===== src/rtl/processor_pkg.sv =====
// Shared types and constants for the instruction sequencer: state encodings,
// opcode class bytes, top-nibble classes and the per-state enable bundles.
package processor_pkg;

  typedef enum logic [2:0] {
    ST_FETCH  = 3'd0,
    ST_DECODE = 3'd1,
    ST_EXEC   = 3'd2,
    ST_COMMIT = 3'd3,
    ST_HALT   = 3'd4
  } state_t;

  // Opcode class bytes (opcode[DATA_WIDTH-1 -: 8])
  localparam logic [7:0] CLS_ALU_RD      = 8'h22;
  localparam logic [7:0] CLS_RAM_RD      = 8'h42;
  localparam logic [7:0] CLS_RAM_WR      = 8'h41;
  localparam logic [7:0] CLS_ROM_TO_RAM  = 8'h31;
  localparam logic [7:0] CLS_RAM_TO_ALU  = 8'h92;
  localparam logic [7:0] CLS_ALU_TO_RAM  = 8'h91;
  localparam logic [7:0] CLS_RAM_ROM_RAM = 8'h32;

  // Top-nibble classes (opcode[DATA_WIDTH-1 -: 4])
  localparam logic [3:0] NIB_ALU  = 4'h1;
  localparam logic [3:0] NIB_LOAD = 4'h7;
  localparam logic [3:0] NIB_NOP  = 4'hF;

  typedef struct packed {
    logic pc_read_en;
    logic rom_en;
    logic rom_data_en;
    logic ram_rd_en;
    logic ram_wr_en;
    logic alu_rd_en;
    logic alu_wr_en;
    logic pc_en;
  } ctrl_t;

  localparam ctrl_t CTRL_NONE  = ctrl_t'(8'h00);
  localparam ctrl_t CTRL_FETCH = ctrl_t'(8'hC0);

  function automatic ctrl_t exec_ctrl(input logic [3:0] nib);
    ctrl_t c;
    c           = CTRL_NONE;
    c.alu_wr_en = (nib == NIB_ALU);
    return c;
  endfunction

  function automatic ctrl_t commit_ctrl(input logic [3:0] nib);
    ctrl_t c;
    c           = CTRL_NONE;
    c.pc_en     = 1'b1;
    c.ram_rd_en = (nib == NIB_LOAD);
    return c;
  endfunction

endpackage


===== src/rtl/processor_decode.sv =====
// Combinational opcode decoder: maps the class byte to DECODE-phase enables and
// flags memory classes, data-load classes, the all-zero HALT opcode and illegal codes.
module processor_decode
  import processor_pkg::*;
#(
  parameter int DATA_WIDTH = 16
) (
  input  logic [DATA_WIDTH-1:0] i_opcode,
  output ctrl_t                 o_ctrl,
  output logic                  o_mem_class,
  output logic                  o_load_class,
  output logic                  o_zero,
  output logic                  o_illegal
);

  logic [7:0] w_class;
  logic [3:0] w_nib;
  logic       w_listed;

  assign w_class = i_opcode[DATA_WIDTH-1 -: 8];
  assign w_nib   = i_opcode[DATA_WIDTH-1 -: 4];

  always_comb begin
    o_ctrl   = CTRL_NONE;
    w_listed = 1'b1;
    case (w_class)
      CLS_ALU_RD: o_ctrl.alu_rd_en = 1'b1;
      CLS_RAM_RD: o_ctrl.ram_rd_en = 1'b1;
      CLS_RAM_WR: o_ctrl.ram_wr_en = 1'b1;
      CLS_ROM_TO_RAM: begin
        o_ctrl.rom_data_en = 1'b1;
        o_ctrl.ram_wr_en   = 1'b1;
      end
      CLS_RAM_TO_ALU: begin
        o_ctrl.ram_rd_en = 1'b1;
        o_ctrl.alu_wr_en = 1'b1;
      end
      CLS_ALU_TO_RAM: begin
        o_ctrl.alu_rd_en = 1'b1;
        o_ctrl.ram_wr_en = 1'b1;
      end
      CLS_RAM_ROM_RAM: begin
        o_ctrl.ram_rd_en   = 1'b1;
        o_ctrl.rom_data_en = 1'b1;
        o_ctrl.ram_wr_en   = 1'b1;
      end
      default: w_listed = 1'b0;
    endcase
  end

  // Any class that touches ROM/RAM must wait for mem_ready before leaving DECODE
  assign o_mem_class  = o_ctrl.rom_data_en | o_ctrl.ram_rd_en | o_ctrl.ram_wr_en;
  assign o_load_class = (w_class == CLS_ALU_RD) || (w_class == CLS_RAM_RD);
  assign o_zero       = (i_opcode == '0);
  assign o_illegal    = !o_zero && !w_listed &&
                        (w_nib != NIB_ALU) && (w_nib != NIB_LOAD) && (w_nib != NIB_NOP);

endmodule


===== src/rtl/processor_sequencer.sv =====
// FETCH/DECODE/EXEC/COMMIT/HALT instruction sequencer with registered datapath enables.
// Optional macro SEQ_SINGLE_STEP_EN adds a step input that gates leaving FETCH.
module processor_sequencer
  import processor_pkg::*;
#(
  parameter int DATA_WIDTH = 16,
  parameter int RETIRE_W   = 32
) (
  input  logic                  clk,
  input  logic                  reset,
  input  logic [DATA_WIDTH-1:0] opcode,
  input  logic [DATA_WIDTH-1:0] data_bus,
  input  logic                  mem_ready,
  input  logic                  resume,
`ifdef SEQ_SINGLE_STEP_EN
  input  logic                  step,
`endif
  output logic                  pc_read_en,
  output logic                  rom_en,
  output logic                  rom_data_en,
  output logic                  ram_rd_en,
  output logic                  ram_wr_en,
  output logic                  alu_rd_en,
  output logic                  alu_wr_en,
  output logic                  pc_en,
  output logic [DATA_WIDTH-1:0] data_output,
  output logic [2:0]            state,
  output logic                  halted,
  output logic                  illegal,
  output logic [RETIRE_W-1:0]   retired
);

  state_t                r_state;
  ctrl_t                 r_ctrl;
  logic [DATA_WIDTH-1:0] r_data;
  logic [RETIRE_W-1:0]   r_retired;
  logic                  r_illegal;
  logic                  r_halted;

  ctrl_t      w_dec_ctrl;
  logic       w_dec_mem;
  logic       w_dec_load;
  logic       w_dec_zero;
  logic       w_dec_illegal;
  logic       w_fetch_go;
  logic [3:0] w_nib;

  processor_decode #(
    .DATA_WIDTH(DATA_WIDTH)
  ) u_decode (
    .i_opcode    (opcode),
    .o_ctrl      (w_dec_ctrl),
    .o_mem_class (w_dec_mem),
    .o_load_class(w_dec_load),
    .o_zero      (w_dec_zero),
    .o_illegal   (w_dec_illegal)
  );

  assign w_nib = opcode[DATA_WIDTH-1 -: 4];

`ifdef SEQ_SINGLE_STEP_EN
  assign w_fetch_go = mem_ready & step;
`else
  assign w_fetch_go = mem_ready;
`endif

  // Enables are registered: each transition loads the bundle of the state being entered
  always_ff @(posedge clk or posedge reset) begin
    if (reset) begin
      r_state   <= ST_FETCH;
      r_ctrl    <= CTRL_FETCH;
      r_data    <= '0;
      r_retired <= '0;
      r_illegal <= 1'b0;
      r_halted  <= 1'b0;
    end else begin
      r_halted <= 1'b0;
      case (r_state)
        ST_FETCH: begin
          if (w_fetch_go) begin
            r_state <= ST_DECODE;
            r_ctrl  <= w_dec_ctrl;
          end
        end
        ST_DECODE: begin
          if (w_dec_illegal) begin
            r_illegal <= 1'b1;
          end
          if (w_dec_zero) begin
            r_state  <= ST_HALT;
            r_ctrl   <= CTRL_NONE;
            r_halted <= 1'b1;
          end else if (!w_dec_mem || mem_ready) begin
            r_state <= ST_EXEC;
            r_ctrl  <= exec_ctrl(w_nib);
            if (w_dec_load) begin
              r_data <= data_bus;
            end
          end
        end
        ST_EXEC: begin
          r_state <= ST_COMMIT;
          r_ctrl  <= commit_ctrl(w_nib);
        end
        ST_COMMIT: begin
          r_state   <= ST_FETCH;
          r_ctrl    <= CTRL_FETCH;
          r_retired <= r_retired + RETIRE_W'(1);
        end
        ST_HALT: begin
          // Resuming goes through COMMIT so the PC steps past the halt opcode
          if (resume) begin
            r_state <= ST_COMMIT;
            r_ctrl  <= commit_ctrl(w_nib);
          end else begin
            r_halted <= 1'b1;
          end
        end
        default: begin
          r_state <= ST_FETCH;
          r_ctrl  <= CTRL_FETCH;
        end
      endcase
    end
  end

  assign pc_read_en  = r_ctrl.pc_read_en;
  assign rom_en      = r_ctrl.rom_en;
  assign rom_data_en = r_ctrl.rom_data_en;
  assign ram_rd_en   = r_ctrl.ram_rd_en;
  assign ram_wr_en   = r_ctrl.ram_wr_en;
  assign alu_rd_en   = r_ctrl.alu_rd_en;
  assign alu_wr_en   = r_ctrl.alu_wr_en;
  assign pc_en       = r_ctrl.pc_en;
  assign data_output = r_data;
  assign state       = r_state;
  assign halted      = r_halted;
  assign illegal     = r_illegal;
  assign retired     = r_retired;

endmodule


===== config.mk =====
export PLATFORM = sky130hd
export DESIGN_NAME = processor_sequencer
export DESIGN_NICKNAME = d
export VERILOG_FILES = /design/src/rtl/processor_pkg.sv /design/src/rtl/processor_decode.sv /design/src/rtl/processor_sequencer.sv
export SDC_FILE = /design/constraint.sdc
export NUM_CORES = 1
export LEC_CHECK = 0
export BUFFER_PORTS_ARGS = -buffer_cell sky130_fd_sc_hd__buf_4
export CAP_MARGIN = 40
export CORE_ASPECT_RATIO = 0.75
export CORE_UTILIZATION = 50
export CTS_BUF_LIST = sky130_fd_sc_hd__clkbuf_2 sky130_fd_sc_hd__clkbuf_4 sky130_fd_sc_hd__clkbuf_8
export DETAILED_ROUTE_END_ITERATION = 6
export GPL_TIMING_DRIVEN = 0
export MAX_ROUTING_LAYER = met4
export PLACE_DENSITY = 0.88
export SLEW_MARGIN = 20
export SYNTH_ARGS = -nofsm -noshare
export SYNTH_HDL_FRONTEND = slang
export SYNTH_SLANG_ARGS = --single-unit

===== constraint.sdc =====
create_clock -name clk -period 2.5 [get_ports clk]
set_clock_uncertainty 0.1 [all_clocks]
set_input_delay 0.125 -clock clk [delete_from_list [all_inputs] [get_ports clk]]
set_output_delay 0.125 -clock clk [all_outputs]
set_load 0.05 [all_outputs]

After elaboration in Yosys (flattened, before gate mapping)
Cells that the tools add are included. Widths: inputs -> output; s select.

Reductions and logical operators: 19. Add/sub/neg operators: 1. Bitwise logic cells: 3. Multiplexer cells: 19. Equality and inequality tests: 19.

Operators by type and width (number): $add 32x1->32 const B (1); $mux 8 (4); $pmux 8 s4 (1); $eq 8x6->1 const B (3); $eq 8x7->1 const B (2); $eq 8x8->1 const B (2); $logic_not 16->1 (1); $mux 3 (4); $pmux 3 s4 (1); $mux 1 (8); $reduce_or 7->1 (1); $eq 3x2->1 const B (2); $eq 4x1->1 const B (1); $eq 4x3->1 const B (1); $logic_and 1x1->1 (4); $ne 2x2->1 const B (2); $ne 4x1->1 const B (1); $ne 4x3->1 const B (1); $ne 4x4->1 const B (1); $reduce_and 4->1 (1); $reduce_or 2->1 (2); $reduce_or 4->1 (1); $eq 3x1->1 const B (1); $eq 3x3->1 const B (1); other kinds (10) (14).

Bits of input ports: 36. Output and inout port bits: 61. Bits in registers: 61.

Depth between registers and ports, before layout
Depth in word-level cells: 10. Depth in mapped cells: 6.

Hierarchy
From an unflattened synthesis, not the netlist that was laid out.

Cell total of the unflattened synthesis: 272. Area, all modules: 3019.1 um2.

Modules (own cells, without submodules): processor_sequencer (area an instance 2721.4 um2, cells an instance 226, instances 1, seq. area each 1529.0 um2); processor_decode (area an instance 297.8 um2, cells an instance 46, instances 1, seq. area each 0.0 um2).

Worst setup path after synthesis
OpenSTA, ideal clock, no wires.

Path type: reg2reg. From: register r_state[0] (netlist: state[0]). To: register r_data[0] (netlist: data_output[0]). Period minus slack after synthesis: 2.175 ns. Setup time: 0.125 ns. Path slack: 0.325 ns. Path buffers: 1. Arrival: 1.949 ns. Cell stages (with the launch flop): 6. Path through: dfrtp_1 > nor3b_2 > nand4_2 > a21oi_4 > buf_12 > mux2_4.

Longest elaborated chain between the ends: 2.

RTL lines: from (decl) (line processor_sequencer.sv:33) `state_t r_state;`; from (signal assigned) (line processor_sequencer.sv:70) `r_state <= ST_FETCH;`; from (signal assigned) (line processor_sequencer.sv:81) `r_state <= ST_DECODE;`; from (signal assigned) (line processor_sequencer.sv:90) `r_state <= ST_HALT;`; $eq 3x1->1 (line processor_sequencer.sv:78) `case (r_state)`; $reduce_and 4->1 (no source line); to (signal assigned) (line processor_sequencer.sv:97) `r_data <= data_bus;`; to (decl) (line processor_sequencer.sv:35) `logic [DATA_WIDTH-1:0] r_data;`.

Every way passes these cells. A chain may end at the register's enable or synchronous reset.

Worst setup path after layout
From: register r_state[0] (netlist: state[0]). To: register r_data[8] (netlist: data_output[8]).

The elaborated chain is that of the path after synthesis.

==> flow_metrics.py <==
metrics = {
    "placement": {
        "port_buffers": 93,
        "post-place-ws_ns": 0.3759,
        "gp_congestion": 0.9235,
        "dp_hpwl_um": 5167,
    },
    "finish": {
        "fillers": 396,
        "insertedDiodeCount": 0,
        "syn_to_final_growth_pct": 38.37,
        "nets": 415,
        "drive_gt1_share_pct": 39.37,
        "largest_reg_flops": 32,
    },
    "sta": {
        "slew_viol_final": 0,
        "fin_crit_sh_pct": 85.98,
        "slew_headroom_pct": 46.07,
        "min_period_ns": 2.149,
        "setup_violations": 0,
        "tns_ns": 0,
        "tightest_slew_ns": 0.8069,
        "clock.fmax_mhz": 465.2,
        "whs_ns": 0.1438,
        "hold_violations": 0,
        "setup_slack_ns": 0.3505,
        "rsz0062_at_grt": "no",
    },
    "setup_path": {
        "r2r_start": "state[0]",
        "critPathMaxFanout": 10,
        "slowest_stage": "dfrtp_1",
        "reg2reg_depth": 5,
        "r2r-end": "data_output[8]",
        "crit_path_max_incr_delay_ns": 0.45,
        "worstPathRequired_ns": 2.60,
        "crit_type": "flop to flop",
        "cp-end-kind": "flop",
        "worstPathCellList": "nor3b_2 -> nand4_2 -> a21oi_4 -> buf_12 -> mux2_4",
        "rrSetupSlack_ns": 0.35,
        "arrival_ns": 2.25,
        "start_kind": "flop",
    },
    "min_path": {
        "hold_depth": 4,
        "holdPathEnd": "illegal",
        "hp-start": "opcode[3]",
        "min_path_type": "input pin to flop",
    },
    "yosys": {
        "yosys.area.top_type": "dfrtp_1",
        "ys.flop_type": "dfrtp_1",
        "synth_fp_nets": 293,
        "yosysWarningCount": 0,
        "synth-edff-count": 0,
        "synth_area_mm2": 0.003007,
        "yosys.area.top_type_share_pct": 49.11,
        "synth_seq_cells": 60,
        "syn_inst": 256,
        "post-synth-top-count-cell": "dfrtp_1",
        "synthTopCellsByArea": "dfrtp_1 (49%), xnor2_1 (8.4%), mux2_4 (5.0%), mux2_2 (4.5%), nand4_1 (4.0%)",
        "ys_seq_area_share_pct": 49.98,
        "synth_async_sr_flop_share_pct": 100.0,
        "synth_common_cells": "dfrtp_1 (59), xnor2_1 (29), nand4_1 (19)",
        "synth_cell_types": 58,
        "syn_avg_cell_area_um2": 11.74,
    },
    "routing": {
        "totalWireLength_um": 7272,
        "ant_nets": 0,
        "drt-pass1-iter-count": 4,
        "drt_iter0_markers": 220,
        "vias_per_cell": 5.464,
        "vias": 2508,
        "wire_per_inst_um": 15.84,
        "drc_errors": 0,
    },
    "floorplan": {
        "coreArea_mm2": 0.005796,
        "chipWidth_um": 91.54,
        "ioPinCount": 97,
        "start_util_pct": 51.88,
        "dieHeight_um": 69.16,
        "design.die.area_mm2": 0.006330,
        "fp-row-count": 24,
    },
    "grt": {
        "grt_max_degree": 61,
        "grt_overflow": 0,
        "antenna_found_initial": 0,
        "grt_pass1_wl_um": 12250,
        "grt-busiest-layer": "met2",
        "track_usage_pct": 25.53,
        "met2_usage_pct": 38.76,
        "use_met3_pct": 6.181,
        "met1_usage_pct": 33.19,
        "first_global_vias": 2494,
    },
    "power_and_ir_drop": {
        "p_total_uw": 3040,
        "p_sw_uw": 1147,
        "switching_share_pct": 37.74,
        "pwr-share-clk_pct": 25.0,
        "seqPwrFrac_pct": 39.2,
        "comb_power_share_pct": 35.9,
        "p_leak_uw": 0.001973,
        "powerDensity_mw_per_mm2": 730.7,
        "max-vdd-ir-drop_v": 0.0004473,
        "p_int_uw": 1893,
    },
    "job": {
        "cap_violations": 0,
    },
    "cts": {
        "clkTransAtPathRegs_ns": 0.06,
        "cts_tree": "yes",
        "root_buffer": "clkbuf_8",
        "clk_latency_ns": 0.32,
        "cts_buffer_depth": 2,
        "cts.sinks": 60,
        "numCtsBuffers": 9,
        "cts_resized": 0,
        "htreeDepth": 3,
    },
    "run_status": {
        "outcome": "finished, final reports clean",
    },
}
==> power groups by stage <==
stage / sequential (µW) / clock [µW] / combinational (µW)
global route: 1210 / 813 / 1160
CTS: 1190 / 779 / 1080
finish: 1190 / 760 / 1090
detailed placement: 1200 / 0 / 1050
floorplan: 1550 / 0 / 389
global placement: 1200 / 0 / 1040
==> cell type report <==
cell class / count / area [µm²] / share of cell area [%]
Sequential cell: 60 / 1503 / 36.12
Multi-Input combinational cell: 178 / 1404 / 33.74
Timing Repair Buffer: 111 / 878.3 / 21.11
Clock buffer: 12 / 165.2 / 3.970
Tap cell: 78 / 97.59 / 2.346
Buffer: 11 / 73.82 / 1.774
Inverter: 7 / 28.78 / 0.6917
Clock inverter: 2 / 10.01 / 0.2406
==> stage by stage <==
step                instance area, µm²  util [%]  instances
detailed placement                3805     65.65        427
global route                      4160     71.78        459
CTS                               4160     71.78        459
finish                            4160     71.78        459
floorplan                         3007         -        256
global placement                  3802     65.61        427
==> cells by family (layout without fill, tap and decap cells) <==
| group | count (synthesis) | in the layout | share of synthesized area, % |
|---|---|---|---|
| AND/OR/NAND/NOR | 98 | 98 | 20.64 |
| AO/OA/AOI/OAI | 23 | 23 | 6.243 |
| buffers and inverters | 18 | 143 | 3.329 |
| adder cells (fa/ha/maj) | 1 | 1 | 0.4161 |
| flip-flops | 60 | 60 | 49.98 |
| multiplexers | 22 | 22 | 9.488 |
| XOR/XNOR | 34 | 34 | 9.904 |
==> placed cells by master, fill, tap and decap left out, drive strengths merged, types with 3 or more instances in the layout <==
cell type and n:
buf 99, dfrtp 59, xnor2 29, mux2 22, nand4 20, dlygate4sd3 18, clkbuf 17, nand2 14
nand3 12, nor2 10, nor4 8, inv 7, and3 6, nor3 6, xor2 5, a21oi 5
nor2b 3, a211oi 3, or3b 3
==> worst max-delay path by stage <==
| stage | start | slack, ns | cells past startpoint | endpoint |
|---|---|---|---|---|
| global placement | reset | 0.13 | 2 | data_output[12] |
| floorplan | state[0] | 0.33 | 5 | data_output[0] |
| finish | state[0] | 0.35 | 5 | data_output[8] |
| detailed placement | state[1] | 0.38 | 5 | data_output[1] |
| global route | state[0] | 0.19 | 5 | data_output[8] |
| CTS | state[0] | 0.35 | 5 | data_output[8] |
==> worst max-delay path, delay by kind of cell, from the launching register on <==
family	cells	cell delay [ns]
DFF	1	0.45
AOI/OAI and AO/OA	1	0.34
buffers and inverters	1	0.20
muxes	1	0.31
and+or+nand+nor	2	0.62
==> per-layer routing <==
| metal | wire length [µm] | up-vias |
|---|---|---|
| met2 | 3512 | 104 |
| met1 | 3139 | 1212 |
| met3 | 463 | 17 |
| li1 | - | 1175 |
| met4 | 157 | 0 |
| met5 | 0 | - |
==> repair_timing <==
item                      CTS  global route
hold endpoints to repair   76             0
setup buffers               0             0
hold buffers               18             0
No activity file was read; power rests on OpenSTA's default activity.
